===== config.mk =====
export PLATFORM = sky130hd
export DESIGN_NAME = fifo_ctrl
export DESIGN_NICKNAME = d
export VERILOG_FILES = /design/src/rtl/fifo_pkg.sv /design/src/rtl/fifo_ptr.sv /design/src/rtl/fifo_ctrl.sv
export SDC_FILE = /design/constraint.sdc
export NUM_CORES = 1
export LEC_CHECK = 0
export ABC_AREA = 1
export BUFFER_PORTS_ARGS = -buffer_cell sky130_fd_sc_hd__buf_2
export CAP_MARGIN = 20
export CORE_UTILIZATION = 30
export DETAILED_ROUTE_END_ITERATION = 10
export PLACE_DENSITY_LB_ADDON = 0.2
export SLEW_MARGIN = 20
export SYNTH_ARGS = -nofsm -noshare
export SYNTH_HDL_FRONTEND = slang
export SYNTH_SLANG_ARGS = --single-unit

===== constraint.sdc =====
create_clock -name clk -period 4.6 [get_ports clk]
set_input_delay 0.69 -clock clk [delete_from_list [all_inputs] [get_ports clk]]
set_output_delay 0.69 -clock clk [all_outputs]
set_load 0.01 [all_outputs]

===== src/rtl/fifo_pkg.sv =====
// ---------------------------------------------------------------------------
// fifo_pkg
// Shared definitions for the FIFO control slice that fronts sync_mem.
//   AW_DEF / DW_DEF : default address and data widths (match sync_mem)
//   DEPTH           : number of storage entries for the default build
//   ptr_t           : wrap-bit pointer type (one bit wider than an address)
//   data_t          : one storage word
// ---------------------------------------------------------------------------
package fifo_pkg;

    localparam int AW_DEF = 8;
    localparam int DW_DEF = 8;
    localparam int DEPTH  = 2 ** AW_DEF;

    typedef logic [AW_DEF:0]   ptr_t;
    typedef logic [DW_DEF-1:0] data_t;

endpackage


===== src/rtl/fifo_ptr.sv =====
// ---------------------------------------------------------------------------
// fifo_ptr
// Wrap-bit pointer counter. The low AW bits address the storage array and
// the extra MSB toggles on every pass through the array, which lets the
// parent tell a full FIFO from an empty one when the addresses match.
// Ports:
//   clk    in   clock, rising edge
//   rst_n  in   asynchronous active-low reset (pointer -> 0)
//   inc    in   advance the pointer by one on this edge
//   ptr    out  AW+1 bit pointer value
// ---------------------------------------------------------------------------
module fifo_ptr #(
    parameter int AW = 8
) (
    input  logic        clk,
    input  logic        rst_n,
    input  logic        inc,
    output logic [AW:0] ptr
);

    // Natural binary rollover of the AW+1 bit value gives the required
    // behaviour: low bits wrap to 0 and the MSB toggles.
    always_ff @(posedge clk or negedge rst_n) begin
        if (!rst_n) begin
            ptr <= '0;
        end else if (inc) begin
            ptr <= ptr + (AW+1)'(1);
        end
    end

endmodule


===== src/rtl/fifo_ctrl.sv =====
// ---------------------------------------------------------------------------
// fifo_ctrl
// Single-clock FIFO control stage for the dual-port sync_mem array. Owns the
// write/read pointers and status flags, drives the memory write port and
// read address, and presents the memory's combinational read data as
// first-word-fall-through head data.
// Build option:
//   FIFO_CTRL_ERR_EN  when defined, overflow/underflow are sticky error
//                     flags cleared by err_clr; otherwise both are tied 0.
// Ports:
//   clk, rst_n                    clock / asynchronous active-low reset
//   wr_en, wr_data                producer push request and data
//   full, almost_full             occupancy == 2^AW / occupancy >= AF_LEVEL
//   rd_en, rd_data                consumer pop request, head-of-FIFO data
//   empty, almost_empty           occupancy == 0 / occupancy <= AE_LEVEL
//   count                         current occupancy, 0..2^AW
//   err_clr, overflow, underflow  sticky error flags and their clear
//   mem_a1, mem_wd1, mem_we1      sync_mem write port
//   mem_a2, mem_rd2               sync_mem read address / read data
// ---------------------------------------------------------------------------
module fifo_ctrl
    import fifo_pkg::*;
#(
    parameter int AW       = AW_DEF,
    parameter int DW       = DW_DEF,
    parameter int AF_LEVEL = 252,
    parameter int AE_LEVEL = 4
) (
    input  logic          clk,
    input  logic          rst_n,
    input  logic          wr_en,
    input  logic [DW-1:0] wr_data,
    output logic          full,
    output logic          almost_full,
    input  logic          rd_en,
    output logic [DW-1:0] rd_data,
    output logic          empty,
    output logic          almost_empty,
    output logic [AW:0]   count,
    input  logic          err_clr,
    output logic          overflow,
    output logic          underflow,
    output logic [AW-1:0] mem_a1,
    output logic [DW-1:0] mem_wd1,
    output logic          mem_we1,
    output logic [AW-1:0] mem_a2,
    input  logic [DW-1:0] mem_rd2
);

    localparam logic [AW:0] AF_THR = (AW+1)'(AF_LEVEL);
    localparam logic [AW:0] AE_THR = (AW+1)'(AE_LEVEL);

    logic [AW:0] wr_ptr;
    logic [AW:0] rd_ptr;
    logic        push;
    logic        pop;

    // Equal pointers mean empty; equal addresses on opposite laps mean full.
    assign empty = (wr_ptr == rd_ptr);
    assign full  = (wr_ptr[AW] != rd_ptr[AW]) &&
                   (wr_ptr[AW-1:0] == rd_ptr[AW-1:0]);

    // rst_n is folded in so the memory write strobe is dead during reset
    // even if the producer keeps wr_en high.
    assign push = wr_en & ~full  & rst_n;
    assign pop  = rd_en & ~empty & rst_n;

    // Modular difference of the wrap-bit pointers is the occupancy; it can
    // never leave 0..2^AW because full/empty gate the increments.
    assign count        = wr_ptr - rd_ptr;
    assign almost_full  = (count >= AF_THR);
    assign almost_empty = (count <= AE_THR);

    assign mem_a1  = wr_ptr[AW-1:0];
    assign mem_wd1 = wr_data;
    assign mem_we1 = push;
    assign mem_a2  = rd_ptr[AW-1:0];
    assign rd_data = mem_rd2;

    fifo_ptr #(.AW(AW)) u_wr_ptr (
        .clk   (clk),
        .rst_n (rst_n),
        .inc   (push),
        .ptr   (wr_ptr)
    );

    fifo_ptr #(.AW(AW)) u_rd_ptr (
        .clk   (clk),
        .rst_n (rst_n),
        .inc   (pop),
        .ptr   (rd_ptr)
    );

`ifdef FIFO_CTRL_ERR_EN
    // Sticky error flags. A new violation in the same cycle as err_clr
    // keeps the flag set so no event is ever silently lost.
    always_ff @(posedge clk or negedge rst_n) begin
        if (!rst_n) begin
            overflow  <= 1'b0;
            underflow <= 1'b0;
        end else begin
            if (wr_en && full) begin
                overflow <= 1'b1;
            end else if (err_clr) begin
                overflow <= 1'b0;
            end
            if (rd_en && empty) begin
                underflow <= 1'b1;
            end else if (err_clr) begin
                underflow <= 1'b0;
            end
        end
    end
`else
    // Error reporting compiled out; err_clr has no function in this build.
    logic unused_err_clr;
    assign unused_err_clr = err_clr;
    assign overflow       = 1'b0;
    assign underflow      = 1'b0;
`endif

endmodule

**Word level (Yosys, flattened, before mapping)**

Index checks and enable logic that the tools add are counted.

- Bitwise operators: 6
- Reduce and logical (&&, ||, !) cells: 1
- Equality and inequality tests: 3
- $add $sub $neg: 3
- $lt $le $gt $ge: 2

Operators with widths:

| cell | number |
|---|---|
| 9-bit by 1-bit adder with 9-bit output (second input constant) | 2 |
| 9-bit equality test | 1 |
| 9-bit by 8-bit greater-or-equal comparator with 1-bit output (second input constant) | 1 |
| 9-bit by 3-bit <= comparator with 1-bit output (second input constant) | 1 |
| 9-bit subtractor | 1 |
| 8-bit equality test | 1 |
| 1-bit AND | 4 |
| 1-bit inverter | 2 |
| 1-bit logical AND | 1 |
| 1-bit != test | 1 |

- Output and inout bits: 48
- Input port bits: 21
- Word-level logic and storage cells: 17
- Register bits: 18

**Depth between registers and ports, before layout**

- Depth in word-level cells: 5
- Gate-level depth with buffers: 13
- Mapped depth without buffers: 13

**Hierarchy**

Synthesis repeated with hierarchy kept, for this count alone.

- Cell total of the unflattened synthesis: 240
- Area, all modules: 1680.4 um2

By module, submodules not included:

| module | instances | cells an instance | sequential area each (um2) | area an instance (um2) |
|---|---|---|---|---|
| fifo_ptr | 2 | 51 | 225.2 | 460.4 |
| fifo_ctrl | 1 | 138 | 0.0 | 759.5 |

**Worst setup path before layout**

OpenSTA, ideal clock, no wires.

- Kind: reg2out
- Start: reg u_wr_ptr.ptr[0]
- End: out almost_empty
- Path slack: 2048 ps
- Data required time: 3910 ps
- Cell stages (with the launch flop): 13
- Arrival time: 1862 ps
- Path buffers: 0
- Cells stage by stage: dfrtp_1 -> inv_1 -> ha_1 -> fa_1 -> inv_1 -> nand2_1 -> nand2_1 -> nand3_2 -> nand3_1 -> nand2_1 -> nor2_1 -> nand2_1 -> nor2_1

- Word-level cells in the longest chain between the ends: 2

RTL lines:

| item | RTL line | text |
|---|---|---|
| from (decl) | fifo_ptr.sv:18 | `output logic [AW:0] ptr` |
| from (signal assigned) | fifo_ptr.sv:27 | `ptr <= ptr + (AW+1)'(1);` |
| 9-bit subtractor | fifo_ctrl.sv:70 | `assign count = wr_ptr - rd_ptr;` |
| named net count[6] | fifo_ctrl.sv:39 | `output logic [AW:0] count,` |
| 9-bit by 3-bit <= comparator with 1-bit output | fifo_ctrl.sv:72 | `assign almost_empty = (count <= AE_THR);` |
| to (decl) | fifo_ctrl.sv:38 | `output logic almost_empty,` |

The timed path passes the listed nets, and every way through them passes these cells.

**Worst setup path in the final report**

- Start: reg u_wr_ptr.ptr[0]
- End: out almost_empty

- Word-level cells in the longest chain between the ends: 2

RTL lines:

| item | RTL line |
|---|---|
| 9-bit subtractor | fifo_ctrl.sv:70 |
| 9-bit by 3-bit <= comparator with 1-bit output | fifo_ctrl.sv:72 |

No other way between the ends.

==> qor.txt <==
Synth Warn # - 0
IO Port Bufs - 33
clock tree buffer depth - 2
drt wl/cell - 11.82 µm
Starting Density - 31.64%
DP HPWL - 3.336 mm
gr ovfl total - 0
most frequent cells in the layout - nand2_1, inv_1, buf_2
initial antenna violation count - 0
gpl congestion - 0.7449
proportion of layout cells with a drive suffix above 1 - 23.13%
critical path depth - 13
met3 usage - 1.222%
global-route wire length before repair - 6.748 mm
Buf/Inv on CP - 3
Arr. time, crit path - 2310 ps
peak supply drop - 0.3981 mV
Worst path most repeated cell - nand2_1
Resize count post-CTS - 0
Layout Utilization - 31.93%
Netlist Area Pre-Place - 1896 µm²
1st-iter DRT viols - 41
total length of routed wires - 4.053 mm
DRC - 0
Final Critical Period - 3003 ps
endpoint type of the worst setup path - primary output
detailed-route via count - 1,554
Critical Path RT - 3910 ps
CTS H-tree depth - 1
Slew Viols, Final - 0
Routed Antenna Nets - 0
Setup CP Type - reg2out
FP Rows - 28
RSZ-0062 raised after global routing - false
# setup viols final - 0
# IOs - 69
FF+latch area - 450.4 µm²
n_diodes - 0
final std cells w/o fill - 343
CTS Hold Bufs - 0
die span in x - 81.49 µm
Cells after Synth - 268
Chip Height - 81.49 µm
NumNets Final - 302
GR Util met1 - 18.43%
mean post-synth cell area - 7.073 µm²
Worst-path clk slew - 70 ps
max-cap check violation count - 0
status - completed
register area share after synthesis - 23.76%
vias in the first global route - 1,470
Core Area - 5991 µm²
die area - 6641 µm²
setup TNS - 0 ps
Yosys cell types - 30
Post-CTS Setup Inserts - 0
CP max stage cell - dfrtp_1
fin crit share - 65.27%
Peak Freq - 333.1 MHz
Worst Hold Class - in2async
clk sink count - 18
Leak - 1.047 nW
Power Dens Cells - 900.1 nW/µm²
final-report hold violation count - 0
largest net degree at the start of global routing - 21
met2 GRT Util - 21.67%
crit-path cells - inv_1 -> ha_1 -> fa_1 -> inv_1 -> nand2_1 -> nand2_1 -> nand3_2 -> nand3_1 -> nand2_1 -> nor2_1 -> nand2_1 -> nor2_1 -> buf_2
Worst setup SP type - flop
Total GRT Usage - 13.32%
top fanout value on the critical path - 5
Cells after DPL - 340
Worst path max stage delay - 410 ps
multi-input logic area - 1010 µm²
FF+latch count, synth - 18
worst-skew pair later-pin latency - 250 ps
drt first pass iters - 4
area delta synth->final - 0.9238%
cell family with most CP delay - simple AND/OR/NAND/NOR gates
commonest non-fill, non-tap cell in the layout - nand2_1
via density per instance - 4.531
CTS tree - yes
Fillers - 687
gr busiest metal - met2
Layout Skew - 2.537 ps
R2R depth - 8
CTS root buf - clkbuf_8
pre-CTS WS - 1885 ps
fin worst setup slack - 1597 ps
Num CTS Buffers - 3
## through the flow
step / power (mW) / cell area, µm² / hold slack [ps]
after floorplan: 1.319 / 1899 / 394.4
after global placement: 1.610 / 1872 / 514.9
after detailed placement: 1.623 / 1872 / 520.1
after CTS: 1.741 / 1913 / 416.9
after global routing: 1.942 / 1913 / 435.3
final: 1.722 / 1913 / 390.5
## power by group
part           switching, mW  internal, mW
clock                 0.0534        0.0582
sequential            0.0856         0.217
combinational          0.821         0.486
total                  0.960         0.762
## kinds of logic (layout without fill, tap and decap cells)
logic type	after synthesis	after routing	synth area share [%]
AO/OA/AOI/OAI	16	16	5.941
XOR/XNOR	10	10	4.621
buffers and inverters	77	76	23.17
flip-flops	18	18	23.76
adder cells (fa/ha/maj)	11	11	7.657
other	1	2	0.1978
AND/OR/NAND/NOR	135	135	34.65
## Yosys cell counts
library cell | instances | area [µm²]
nand2_1 | 71 | 266.5
inv_1 | 37 | 138.9
buf_4 | 34 | 255.2
nand3_1 | 26 | 130.1
dfrtp_1 | 18 | 450.4
nor2_1 | 15 | 56.30
ha_1 | 10 | 125.1
xor2_1 | 8 | 70.07
nand3_2 | 7 | 70.07
o21ai_2 | 7 | 61.31
a21oi_1 | 4 | 20.02
nor3_1 | 4 | 20.02
nand2_2 | 3 | 18.77
o21ai_0 | 3 | 15.01
inv_2 | 2 | 7.510
nand3b_1 | 2 | 15.01
nand4_1 | 2 | 12.51
nor3_4 | 2 | 32.53
xnor2_1 | 2 | 17.52
a21oi_2 | 1 | 8.760
buf_2 | 1 | 5.000
buf_6 | 1 | 11.26
buf_8 | 1 | 15.01
conb_1 | 1 | 3.750
fa_1 | 1 | 20.02
inv_4 | 1 | 6.260
nand2_4 | 1 | 11.26
nand3_4 | 1 | 17.52
o21a_1 | 1 | 7.510
or2_2 | 1 | 6.260
## flip-flops by register name, indices dropped and copies added, names as in the netlist
name          flops
u_rd_ptr.ptr      9
u_wr_ptr.ptr      9
## final timing paths
| kind | startpoint | slack [ps] | end |
|---|---|---|---|
| max | u_wr_ptr.ptr[0] | 1600 | almost_empty |
| min | rst_n | 390 | u_wr_ptr.ptr[5] |
| max reg2reg | u_wr_ptr.ptr[3] | 2640 | u_wr_ptr.ptr[8] |
| min reg2reg | u_rd_ptr.ptr[5] | 530 | u_rd_ptr.ptr[5] |
| max in group asynchronous | rst_n | 3870 | u_wr_ptr.ptr[0] |
| min in group clk | u_rd_ptr.ptr[5] | 530 | u_rd_ptr.ptr[5] |
## routing by layer
metal / up-vias / routed length (µm) / share of wire (%)
met5: - / 0 / 0
met2: 33 / 1739 / 43
met1: 712 / 2141 / 53
met3: 2 / 147 / 3.6
li1: 807 / - / -
met4: 0 / 25 / 0.62
## cell type report
cell class / count / area share (%)
clock buffer: 3 / 2.158
inverter: 40 / 7.979
multi-input combinational: 174 / 52.78
sequential: 18 / 23.54
tap: 75 / 4.905
timing repair buffer: 33 / 8.633
Power figures use the tool's default switching activity.
